[src/rtl/brick_health_mgr.sv]
// rtl/brick_health_mgr.sv - brick health store with init sweep and hit/decrement FSM
// Optional miss counter output enabled by defining BRICK_MISS_COUNT_EN.
module brick_health_mgr #(
  parameter int NUM_BRICKS  = 16,
  parameter int HEALTH_W    = 2,
  parameter int INIT_HEALTH = 2,
  localparam int IDX_W      = $clog2(NUM_BRICKS)
) (
  input  logic                  clk,
  input  logic                  reset,
  input  logic                  init_start,
  input  logic                  hit_valid,
  input  logic [IDX_W-1:0]      hit_index,
  output logic                  hit_ready,
  output logic                  game_write,
  output logic [9:0]            total_health,
  output logic                  init_done,
  output logic [NUM_BRICKS-1:0] brick_alive,
  output logic                  brick_destroyed,
`ifdef BRICK_MISS_COUNT_EN
  output logic [7:0]            miss_count,
`endif
  output logic [IDX_W-1:0]      destroyed_index
);

  typedef enum logic [1:0] {S_INIT, S_IDLE, S_CHECK, S_WRITE} state_t;

  localparam logic [IDX_W-1:0]    LAST_IDX = IDX_W'(NUM_BRICKS - 1);
  localparam logic [IDX_W:0]      NB       = (IDX_W + 1)'(NUM_BRICKS);
  localparam logic [HEALTH_W-1:0] INIT_H   = HEALTH_W'(INIT_HEALTH);
  localparam logic [9:0]          INIT_ADD = 10'(INIT_HEALTH);

  state_t               state, state_nxt;
  logic [IDX_W-1:0]     init_idx;
  logic [IDX_W-1:0]     hit_idx;
  logic [HEALTH_W-1:0]  health [NUM_BRICKS];
  logic [HEALTH_W-1:0]  hit_health;
  logic                 hit_live;

  // Out-of-range indices behave exactly like a dead brick.
  assign hit_health = health[hit_idx];
  assign hit_live   = ({1'b0, hit_idx} < NB) && (hit_health != '0);

  always_ff @(posedge clk or posedge reset) begin
    if (reset) state <= S_INIT;
    else       state <= state_nxt;
  end

  // init_start masks hit_ready so a simultaneous hit is never handshaken.
  always_comb begin
    state_nxt = state;
    hit_ready = 1'b0;
    init_done = 1'b1;
    case (state)
      S_INIT: begin
        init_done = 1'b0;
        if (init_idx == LAST_IDX) state_nxt = S_IDLE;
      end
      S_IDLE: begin
        hit_ready = ~init_start;
        if (init_start)     state_nxt = S_INIT;
        else if (hit_valid) state_nxt = S_CHECK;
      end
      S_CHECK: state_nxt = hit_live ? S_WRITE : S_IDLE;
      S_WRITE: state_nxt = S_IDLE;
      default: state_nxt = S_INIT;
    endcase
  end

  always_ff @(posedge clk or posedge reset) begin
    if (reset) begin
      init_idx        <= '0;
      hit_idx         <= '0;
      total_health    <= '0;
      game_write      <= 1'b0;
      brick_destroyed <= 1'b0;
      destroyed_index <= '0;
      for (int i = 0; i < NUM_BRICKS; i++) health[i] <= '0;
    end else begin
      game_write      <= 1'b0;
      brick_destroyed <= 1'b0;
      case (state)
        S_INIT: begin
          health[init_idx] <= INIT_H;
          total_health     <= total_health + INIT_ADD;
          init_idx         <= (init_idx == LAST_IDX) ? '0 : init_idx + 1'b1;
        end
        S_IDLE: begin
          if (init_start) begin
            total_health <= '0;
            init_idx     <= '0;
          end else if (hit_valid) begin
            hit_idx <= hit_index;
          end
        end
        S_CHECK: begin
          // Pulse flops are loaded here so they are high exactly during WRITE.
          if (hit_live) begin
            health[hit_idx] <= hit_health - 1'b1;
            game_write      <= 1'b1;
            if (hit_health == HEALTH_W'(1)) begin
              brick_destroyed <= 1'b1;
              destroyed_index <= hit_idx;
            end
          end
        end
        default: ;
      endcase
    end
  end

  always_comb begin
    brick_alive = '0;
    for (int i = 0; i < NUM_BRICKS; i++) brick_alive[i] = |health[i];
  end

`ifdef BRICK_MISS_COUNT_EN
  always_ff @(posedge clk or posedge reset) begin
    if (reset)                                                  miss_count <= '0;
    else if (state == S_INIT)                                   miss_count <= '0;
    else if (state == S_CHECK && !hit_live && miss_count != 8'hFF) miss_count <= miss_count + 8'd1;
  end
`endif

endmodule

[config.mk]
export PLATFORM = sky130hd
export DESIGN_NAME = brick_health_mgr
export DESIGN_NICKNAME = d
export VERILOG_FILES = /design/src/rtl/brick_health_mgr.sv
export SDC_FILE = /design/constraint.sdc
export NUM_CORES = 1
export LEC_CHECK = 0
export ABC_AREA = 1
export CORE_MARGIN = 2
export CORE_UTILIZATION = 60
export DETAILED_ROUTE_END_ITERATION = 8
export PLACE_DENSITY_LB_ADDON = 0.08
export SLEW_MARGIN = 20
export SYNTH_ARGS = -nofsm -noshare
export SYNTH_HDL_FRONTEND = slang
export SYNTH_SLANG_ARGS = --single-unit
[constraint.sdc]
create_clock -name clk -period 3.17 [get_ports clk]
set_input_delay 0.4755 -clock clk [delete_from_list [all_inputs] [get_ports clk]]
set_output_delay 0.4755 -clock clk [all_outputs]
set_load 0.02 [all_outputs]
==> impl_metrics.xml, run 1 <==
<?xml version="1.0" encoding="UTF-8"?>
<metrics>
  <group name="placement">
    <metric name="detailedPlacementHpwl" unit="um">6350</metric>
    <metric name="gpl.final_weighted_congestion" unit="">0.938</metric>
    <metric name="portBuffers" unit="">40</metric>
    <metric name="placedInstanceArea" unit="um^2">3840</metric>
  </group>
  <group name="global_route">
    <metric name="grt_antenna_before_repair" unit="">0</metric>
    <metric name="grt_max_degree" unit="">52</metric>
    <metric name="grt_pass1_vias" unit="">3055</metric>
    <metric name="grt_use_total" unit="%">30.4</metric>
    <metric name="grt_pass1_wl" unit="um">14600</metric>
    <metric name="globalRoute.totalOverflow" unit="">0</metric>
  </group>
  <group name="route">
    <metric name="vias" unit="">3157</metric>
    <metric name="antenna_left" unit="">0</metric>
    <metric name="drcViolationCount" unit="">0</metric>
    <metric name="via_per_inst" unit="">5.58</metric>
    <metric name="routedWlPerCell" unit="um">15.4</metric>
    <metric name="first_pass_iters" unit="">5</metric>
    <metric name="first_iter_violations" unit="">280</metric>
    <metric name="totalWireLength" unit="um">8700</metric>
  </group>
  <group name="final_layout">
    <metric name="post_route_cells_drive_above_1_share" unit="%">14.0</metric>
    <metric name="area_growth" unit="%">19.7</metric>
    <metric name="antennaDiodeCount" unit="">0</metric>
    <metric name="finalNetCount" unit="">507</metric>
    <metric name="most-common-layout-cells" unit="">sky130_fd_sc_hd__nand2_1, sky130_fd_sc_hd__dfrtp_1, sky130_fd_sc_hd__inv_1</metric>
    <metric name="layout.cells.most_common" unit="">sky130_fd_sc_hd__nand2_1</metric>
    <metric name="layout.cell_area.non_filler" unit="um^2">4040</metric>
  </group>
  <group name="clock_tree">
    <metric name="numCtsBuffers" unit="">9</metric>
    <metric name="cts_tree" unit="">built</metric>
    <metric name="root_cell_of_the_clock_tree" unit="">sky130_fd_sc_hd__clkbuf_8</metric>
    <metric name="cts_hold_buf" unit="">0</metric>
    <metric name="cts_resized" unit="">0</metric>
    <metric name="cts-root-to-sink-buffers" unit="">2</metric>
    <metric name="clk_pin_slew_worst_paths" unit="ps">70</metric>
    <metric name="number_of_buffers_inserted_by_post_cts_setup_repair" unit="">0</metric>
    <metric name="worstSkewPairLatency" unit="ps">340</metric>
    <metric name="htree_levels" unit="">3</metric>
    <metric name="clock_sink_count" unit="">57</metric>
  </group>
  <group name="worst_hold_path">
    <metric name="timing.hold.worst.class" unit="">input pin to asynchronous set/reset pin</metric>
  </group>
  <group name="critical_path">
    <metric name="critical_path_class" unit="">flop to flop</metric>
    <metric name="required" unit="ps">3420</metric>
    <metric name="most_prevalent_standard_cell_on_the_critical_path" unit="">sky130_fd_sc_hd__nand2_1</metric>
    <metric name="r2r-end" unit="">health[3]</metric>
    <metric name="critical_path.endpoint" unit="">health[3]</metric>
    <metric name="launch_point_of_the_critical_path" unit="">hit_idx[0]</metric>
    <metric name="reg2regPathDepth" unit="">12</metric>
    <metric name="critical_path.cell_chain" unit="">inv_2, nand2_1, o22ai_1, o21ai_0, nand2_1, nor2_1, ha_1, inv_1, nand4_1, o21ai_0, nand2_1, a22oi_1</metric>
    <metric name="cp.arrival" unit="ps">3110</metric>
    <metric name="critical_path.n_buffers_inverters" unit="">2</metric>
    <metric name="timing.rr.start" unit="">hit_idx[0]</metric>
    <metric name="critical_path.startpoint_type" unit="">flop</metric>
    <metric name="setup.worst_path.end_class" unit="">flop</metric>
    <metric name="crit_fanout" unit="">14</metric>
    <metric name="max_stage_delay" unit="ps">580</metric>
    <metric name="cp_num_cells" unit="">12</metric>
    <metric name="regToRegSetupSlack" unit="ps">310</metric>
    <metric name="crit_family" unit="">simple AND/OR/NAND/NOR gates</metric>
    <metric name="slowest_stage" unit="">sky130_fd_sc_hd__dfrtp_1</metric>
  </group>
  <group name="timing">
    <metric name="unrepaired_setup_endpoints_after_global_routing" unit="">false</metric>
    <metric name="fmaxAchievable" unit="GHz">0.349</metric>
    <metric name="period_minus_slack" unit="ps">2860</metric>
    <metric name="relSlewSlack" unit="%">63.0</metric>
    <metric name="worst_pin_slew" unit="ps">550</metric>
    <metric name="final.setup_skew" unit="ps">10.8</metric>
    <metric name="final_hold_viols" unit="">0</metric>
    <metric name="slew_viol_final" unit="">0</metric>
    <metric name="layout_worst_path_cycle_share" unit="%">90.3</metric>
    <metric name="finalSetupTns" unit="ps">0</metric>
    <metric name="setup_violations" unit="">0</metric>
  </group>
  <group name="job">
    <metric name="cap_viol_max_count" unit="">0</metric>
  </group>
  <group name="floorplan">
    <metric name="starting_density" unit="%">61.6</metric>
    <metric name="pin_count" unit="">42</metric>
    <metric name="die_x" unit="um">79.0</metric>
    <metric name="rows" unit="">27</metric>
    <metric name="placeableCoreArea" unit="um^2">5470</metric>
    <metric name="die-area" unit="um^2">6240</metric>
    <metric name="die_height" unit="um">79.0</metric>
  </group>
  <group name="yosys">
    <metric name="yosys_warnings" unit="">0</metric>
    <metric name="synth.avg_cell_area" unit="um^2">7.63</metric>
    <metric name="ys_types" unit="">31</metric>
    <metric name="synthCells" unit="">442</metric>
    <metric name="netlist_area" unit="um^2">3370</metric>
    <metric name="syn-num-nets" unit="">460</metric>
    <metric name="synth-seq-cells" unit="">57</metric>
    <metric name="synth.yosys.seq_area_share" unit="%">42.3</metric>
  </group>
  <group name="power">
    <metric name="report.power.total" unit="mW">4.06</metric>
    <metric name="ir_drop" unit="uV">628</metric>
    <metric name="static-leakage-power" unit="nW">1.98</metric>
    <metric name="power_density" unit="nW/um^2">1010</metric>
  </group>
  <group name="run_status">
    <metric name="run_status" unit="">completed</metric>
  </group>
</metrics>
==> metal layers <==
layer / up-vias / routed length [um] / GRT usage, %
met5: - / 0 / 0
met4: 0 / 230 / 13.6
met3: 20 / 582 / 6.02
met2: 136 / 4120 / 47.8
met1: 1488 / 3760 / 40.9
li1: 1513 / - / -
==> cell usage after synthesis <==
library cell	n	area share, %
sky130_fd_sc_hd__nand3_1	14	2.1
sky130_fd_sc_hd__o22ai_1	8	1.5
sky130_fd_sc_hd__nand2_2	14	2.6
sky130_fd_sc_hd__xor2_1	1	0.26
sky130_fd_sc_hd__inv_2	4	0.45
sky130_fd_sc_hd__clkbuf_8	1	0.41
sky130_fd_sc_hd__o21ai_0	44	6.5
sky130_fd_sc_hd__o31ai_1	1	0.22
sky130_fd_sc_hd__buf_6	1	0.33
sky130_fd_sc_hd__a31o_2	1	0.26
sky130_fd_sc_hd__or2_2	15	2.8
sky130_fd_sc_hd__nand2_4	10	3.3
sky130_fd_sc_hd__nor3b_1	1	0.22
sky130_fd_sc_hd__buf_12	1	0.59
sky130_fd_sc_hd__a21oi_1	15	2.2
sky130_fd_sc_hd__buf_2	1	0.15
sky130_fd_sc_hd__buf_4	2	0.45
sky130_fd_sc_hd__nor2_2	1	0.19
sky130_fd_sc_hd__clkbuf_1	4	0.45
sky130_fd_sc_hd__nand4_1	4	0.74
sky130_fd_sc_hd__ha_1	10	3.7
sky130_fd_sc_hd__nor2_8	1	0.59
sky130_fd_sc_hd__nand2_1	120	13
sky130_fd_sc_hd__inv_1	54	6.0
sky130_fd_sc_hd__a22o_1	2	0.52
sky130_fd_sc_hd__a22oi_1	11	2.4
sky130_fd_sc_hd__conb_1	1	0.11
sky130_fd_sc_hd__nor2_1	32	3.6
sky130_fd_sc_hd__dfrtp_1	57	42
sky130_fd_sc_hd__nor3_1	9	1.3
sky130_fd_sc_hd__o21ai_1	2	0.30
==> area by class of cell <==
cell class	instances	area, um^2
Sequential cell	57	1430
Fill cell	453	1440
Timing Repair Buffer	46	458
Clock inverter	7	71.3
Tap cell	72	90.1
Inverter	58	218
Multi-Input combinational cell	317	1650
Clock buffer	9	124
==> worst min-delay path by stage <==
stage / from / slack [ps] / cells past startpoint / end
after global placement: destroyed_index[1] / 470 / 2 / destroyed_index[1]
after detailed placement: destroyed_index[1] / 470 / 2 / destroyed_index[1]
after global routing: reset / 350 / 2 / total_health[6]
final: reset / 350 / 2 / total_health[5]
after CTS: reset / 350 / 2 / total_health[8]
after floorplan: health[14] / 460 / 2 / health[14]
==> cells by family (layout without fill, tap and decap cells) <==
group                      Yosys count  after routing  share of synthesized area, %
AOI/OAI and AO/OA                   84             84                          14.0
xor gates and xnor gates             1              1                         0.260
adders and majority gates           10             10                          3.71
buffers and inverters               68            120                          8.83
DFF                                 57             57                          42.3
other                                1              1                         0.111
and+or+nand+nor                    221            221                          30.8
==> worst register-to-register path: cells and delay by family (launching register included) <==
| kind | cells | cell delay [ps] |
|---|---|---|
| adders and majority gates | 1 | 190 |
| buffers and inverters | 2 | 430 |
| and+or+nand+nor | 5 | 840 |
| AOI/OAI and AO/OA | 4 | 740 |
| DFF | 1 | 580 |
==> flip-flops by register name, summed over array words and instances, names as in the netlist <==
register         cells
game_write           1
health              32
total_health         9
brick_destroyed      1
destroyed_index      4
state                2
hit_idx              4
init_idx             4
==> report_power, final <==
group	switching [mW]	leakage (nW)	internal [mW]
clock network	0.315	0.0912	0.360
registers	0.226	0.701	0.970
logic	1.40	1.19	0.782
total	1.95	1.98	2.11
==> stage by stage <==
step                      utilization, %  hold slack [ps]  worst slack (ps)  std cells
after floorplan                        -              462              1010        442
after global placement              70.2              467               471        550
after detailed placement            70.2              473               424        550
after CTS                           73.7              348               401        566
after global routing                73.7              353              98.4        566
final                               73.7              354               307        566
No activity file was read; power rests on OpenSTA's default activity.
==> inputs of run 2 (changes only) <==
--- a/config.mk
+++ b/config.mk
@@ -5,9 +5,8 @@
 export SDC_FILE = /design/constraint.sdc
 export NUM_CORES = 1
 export LEC_CHECK = 0
-export ABC_AREA = 1
 export CORE_MARGIN = 2
-export CORE_UTILIZATION = 60
+export CORE_UTILIZATION = 55
 export DETAILED_ROUTE_END_ITERATION = 8
 export PLACE_DENSITY_LB_ADDON = 0.08
 export SLEW_MARGIN = 20
==> run 2 against run 1 <==
Worst setup slack improved by 85 ps; total power increased by 3.4%; sequential share of layout area decreased by 0.11 points; core utilization decreased by 1.6 points; highest routed layer unchanged; count of clock-buffer cells in the layout increased by 4; wire length decreased by 11%; critical path type unchanged.
==> impl_metrics.xml, run 2 <==
<?xml version="1.0" encoding="UTF-8"?>
<metrics>
  <group name="run_status">
    <metric name="run_status" unit="">completed</metric>
  </group>
  <group name="yosys">
    <metric name="post_synth_mux_area_share" unit="%">9.65</metric>
    <metric name="synth_top_family_by_area" unit="">simple AND/OR/NAND/NOR gates</metric>
    <metric name="synth_compound_area_share" unit="%">16.7</metric>
    <metric name="yosys.area.top_type_share" unit="%">44.0</metric>
    <metric name="yosys_warnings" unit="">0</metric>
    <metric name="netlist_area" unit="um^2">3240</metric>
    <metric name="area_share_of_xor_xnor_cells_in_the_synthesized_design" unit="%">1.89</metric>
    <metric name="most_common_library_cells_after_synthesis" unit="">sky130_fd_sc_hd__dfrtp_1, sky130_fd_sc_hd__nand2_1, sky130_fd_sc_hd__a21oi_1</metric>
    <metric name="synth-async-reset-ratio" unit="%">100</metric>
    <metric name="syn-num-nets" unit="">351</metric>
    <metric name="synth-main-ff-cell" unit="">sky130_fd_sc_hd__dfrtp_1</metric>
    <metric name="most_common_cell_in_the_synthesized_netlist" unit="">sky130_fd_sc_hd__dfrtp_1</metric>
    <metric name="synth_area_leader_cell" unit="">sky130_fd_sc_hd__dfrtp_1</metric>
    <metric name="synth.area.top_cells" unit="">sky130_fd_sc_hd__dfrtp_1, sky130_fd_sc_hd__mux4_1, sky130_fd_sc_hd__a21oi_1, sky130_fd_sc_hd__nand2_1, sky130_fd_sc_hd__ha_1</metric>
    <metric name="synthCells" unit="">333</metric>
    <metric name="ys_types" unit="">45</metric>
    <metric name="synth-adder-area-share" unit="%">3.86</metric>
    <metric name="synth_simple_gate_area_share" unit="%">18.0</metric>
    <metric name="synth.avg_cell_area" unit="um^2">9.74</metric>
    <metric name="synth-seq-cells" unit="">57</metric>
    <metric name="synth.yosys.seq_area_share" unit="%">44.0</metric>
    <metric name="synth-edff-count" unit="">0</metric>
  </group>
  <group name="timing">
    <metric name="slew_viol_final" unit="">0</metric>
    <metric name="relSlewSlack" unit="%">47.5</metric>
    <metric name="setup_violations" unit="">0</metric>
    <metric name="unrepaired_setup_endpoints_after_global_routing" unit="">false</metric>
    <metric name="finalSetupTns" unit="ps">0</metric>
    <metric name="fmaxAchievable" unit="GHz">0.360</metric>
    <metric name="final_hold_viols" unit="">0</metric>
    <metric name="final.setup_skew" unit="ps">7.99</metric>
    <metric name="period_minus_slack" unit="ps">2780</metric>
    <metric name="layout_worst_path_cycle_share" unit="%">87.6</metric>
    <metric name="worst_pin_slew" unit="ps">776</metric>
  </group>
  <group name="final_layout">
    <metric name="finalNetCount" unit="">403</metric>
    <metric name="post_route_cells_drive_above_1_share" unit="%">17.0</metric>
    <metric name="antennaDiodeCount" unit="">0</metric>
    <metric name="layout.cell_area.non_filler" unit="um^2">4050</metric>
    <metric name="top_register" unit="">health</metric>
    <metric name="finish.utilization" unit="%">72.2</metric>
    <metric name="area_growth" unit="%">24.8</metric>
    <metric name="number_of_flip_flops_under_the_largest_register_name" unit="">32</metric>
    <metric name="layout.cells.most_common" unit="">sky130_fd_sc_hd__dfrtp_1</metric>
    <metric name="reg.largest.list" unit="">health x32, total_health x9</metric>
    <metric name="most-common-layout-cells" unit="">sky130_fd_sc_hd__dfrtp_1, sky130_fd_sc_hd__clkdlybuf4s50_1, sky130_fd_sc_hd__nand2_1</metric>
  </group>
  <group name="power">
    <metric name="static-leakage-power" unit="nW">1.72</metric>
    <metric name="swShare" unit="%">40.3</metric>
    <metric name="ir_drop" unit="uV">565</metric>
    <metric name="power.share.clock" unit="%">18.6</metric>
    <metric name="switching_power" unit="mW">1.69</metric>
    <metric name="power_frac_comb" unit="%">52.8</metric>
    <metric name="internal_power" unit="mW">2.50</metric>
    <metric name="power_density" unit="nW/um^2">1040</metric>
    <metric name="seq_power_share" unit="%">28.6</metric>
  </group>
  <group name="route">
    <metric name="routedWlPerCell" unit="um">16.8</metric>
    <metric name="drcViolationCount" unit="">0</metric>
    <metric name="vias" unit="">2728</metric>
    <metric name="antenna_left" unit="">0</metric>
    <metric name="first_iter_violations" unit="">304</metric>
    <metric name="totalWireLength" unit="um">7770</metric>
    <metric name="via_per_inst" unit="">5.92</metric>
    <metric name="first_pass_iters" unit="">5</metric>
  </group>
  <group name="clock_tree">
    <metric name="numCtsBuffers" unit="">9</metric>
    <metric name="cts_tree" unit="">built</metric>
    <metric name="number_of_buffers_inserted_by_post_cts_setup_repair" unit="">0</metric>
    <metric name="clk_pin_slew_worst_paths" unit="ps">60</metric>
    <metric name="root_cell_of_the_clock_tree" unit="">sky130_fd_sc_hd__clkbuf_8</metric>
    <metric name="htree_levels" unit="">3</metric>
    <metric name="cts_resized" unit="">0</metric>
    <metric name="clock_sink_count" unit="">57</metric>
    <metric name="cts_hold_buf" unit="">0</metric>
    <metric name="worstSkewPairLatency" unit="ps">330</metric>
    <metric name="cts-root-to-sink-buffers" unit="">2</metric>
  </group>
  <group name="critical_path">
    <metric name="most_prevalent_standard_cell_on_the_critical_path" unit="">sky130_fd_sc_hd__nand2_1</metric>
    <metric name="crit_fanout" unit="">7</metric>
    <metric name="critical_path.startpoint_type" unit="">flop</metric>
    <metric name="max_stage_delay" unit="ps">720</metric>
    <metric name="regToRegSetupSlack" unit="ps">390</metric>
    <metric name="cp.arrival" unit="ps">2980</metric>
    <metric name="setup.worst_path.end_class" unit="">flop</metric>
    <metric name="slowest_stage" unit="">sky130_fd_sc_hd__nor4bb_2</metric>
    <metric name="critical_path_class" unit="">flop to flop</metric>
    <metric name="critical_path.cell_chain" unit="">buf_4, mux4_1, nand2_1, and4_4, ha_1, nor4bb_2, nand2_1, a21oi_1, o22ai_1</metric>
    <metric name="required" unit="ps">3370</metric>
    <metric name="critical_path.n_buffers_inverters" unit="">1</metric>
    <metric name="crit_family" unit="">simple AND/OR/NAND/NOR gates</metric>
  </group>
  <group name="placement">
    <metric name="detailedPlacementHpwl" unit="um">5660</metric>
    <metric name="portBuffers" unit="">40</metric>
    <metric name="gpl.final_weighted_congestion" unit="">0.917</metric>
    <metric name="placedInstanceArea" unit="um^2">3810</metric>
  </group>
  <group name="floorplan">
    <metric name="pin_count" unit="">42</metric>
    <metric name="rows" unit="">27</metric>
    <metric name="die-area" unit="um^2">6530</metric>
    <metric name="placeableCoreArea" unit="um^2">5610</metric>
    <metric name="die_x" unit="um">80.8</metric>
    <metric name="die_height" unit="um">80.8</metric>
    <metric name="starting_density" unit="%">57.8</metric>
  </group>
  <group name="global_route">
    <metric name="grt_pass1_vias" unit="">2704</metric>
    <metric name="grt_antenna_before_repair" unit="">0</metric>
    <metric name="grt_use_total" unit="%">26.6</metric>
    <metric name="grt_pass1_wl" unit="um">13100</metric>
    <metric name="globalRoute.totalOverflow" unit="">0</metric>
    <metric name="grt_max_degree" unit="">30</metric>
  </group>
  <group name="job">
    <metric name="cap_viol_max_count" unit="">0</metric>
  </group>
  <group name="worst_hold_path">
    <metric name="timing.hold.worst.class" unit="">flop to flop</metric>
  </group>
</metrics>
==> run 2: area by class of cell <==
| type | instances | area (um^2) |
|---|---|---|
| clock inverter | 2 | 60.1 |
| timing repair buffer | 61 | 583 |
| tap | 72 | 90.1 |
| inverter | 23 | 86.3 |
| clock buffer | 13 | 169 |
| sequential | 57 | 1430 |
| fill | 445 | 1560 |
| multi-input combinational | 233 | 1630 |
==> run 2: per-layer routing <==
| metal | up-vias | part of all wire, % | global-route usage [%] |
|---|---|---|---|
| met5 | - | 0 | 0 |
| met3 | 9 | 7.5 | 6.89 |
| met2 | 121 | 47 | 40.3 |
| met1 | 1315 | 44 | 36.8 |
| li1 | 1283 | - | - |
| met4 | 0 | 1.4 | 10.5 |
==> run 2: power by group through the flow <==
| stage | combinational (mW) | sequential, mW | clock, mW |
|---|---|---|---|
| floorplan | 1.45 | 1.13 | 0 |
| global placement | 2.17 | 1.20 | 0 |
| detailed placement | 2.18 | 1.21 | 0 |
| CTS | 2.20 | 1.20 | 0.790 |
| global route | 2.40 | 1.24 | 0.819 |
| finish | 2.21 | 1.20 | 0.780 |
==> run 2: through the flow <==
step,power [mW],hold WS (ps),setup slack [ps],cells
6_report,4.20,486,392,461
5_1_grt,4.46,519,230,461
4_1_cts,4.18,495,156,461
3_5_place_dp,3.39,486,172,446
3_3_place_gp,3.37,463,330,446
2_1_floorplan,2.59,470,699,333
==> run 2: worst paths after layout <==
kind	start	to	cells past startpoint
min reg2reg	destroyed_index[0]	destroyed_index[0]	2
min in group asynchronous	reset	destroyed_index[1]	2
max reg2reg	hit_idx[0]	health[18]	9
max in group asynchronous	reset	total_health[2]	3
max	hit_idx[0]	health[18]	9
min	destroyed_index[0]	destroyed_index[0]	2
==> run 2: cells by family (layout without fill, tap and decap cells) <==
group	count (synthesis)	after routing
other	1	1
AND/OR/NAND/NOR	110	110
XOR/XNOR	7	7
multiplexers	18	18
AO/OA/AOI/OAI	87	87
buffers and inverters	43	99
flip-flops	57	57
adder cells (fa/ha/maj)	10	10
==> run 2: worst reg2reg max path, stage by stage, from the launching register on <==
cell,delay (ps)
sky130_fd_sc_hd__dfrtp_1,370
sky130_fd_sc_hd__buf_4,170
sky130_fd_sc_hd__mux4_1,370
sky130_fd_sc_hd__nand2_1,70
sky130_fd_sc_hd__and4_4,190
sky130_fd_sc_hd__ha_1,220
sky130_fd_sc_hd__nor4bb_2,720
sky130_fd_sc_hd__nand2_1,160
sky130_fd_sc_hd__a21oi_1,260
sky130_fd_sc_hd__o22ai_1,130
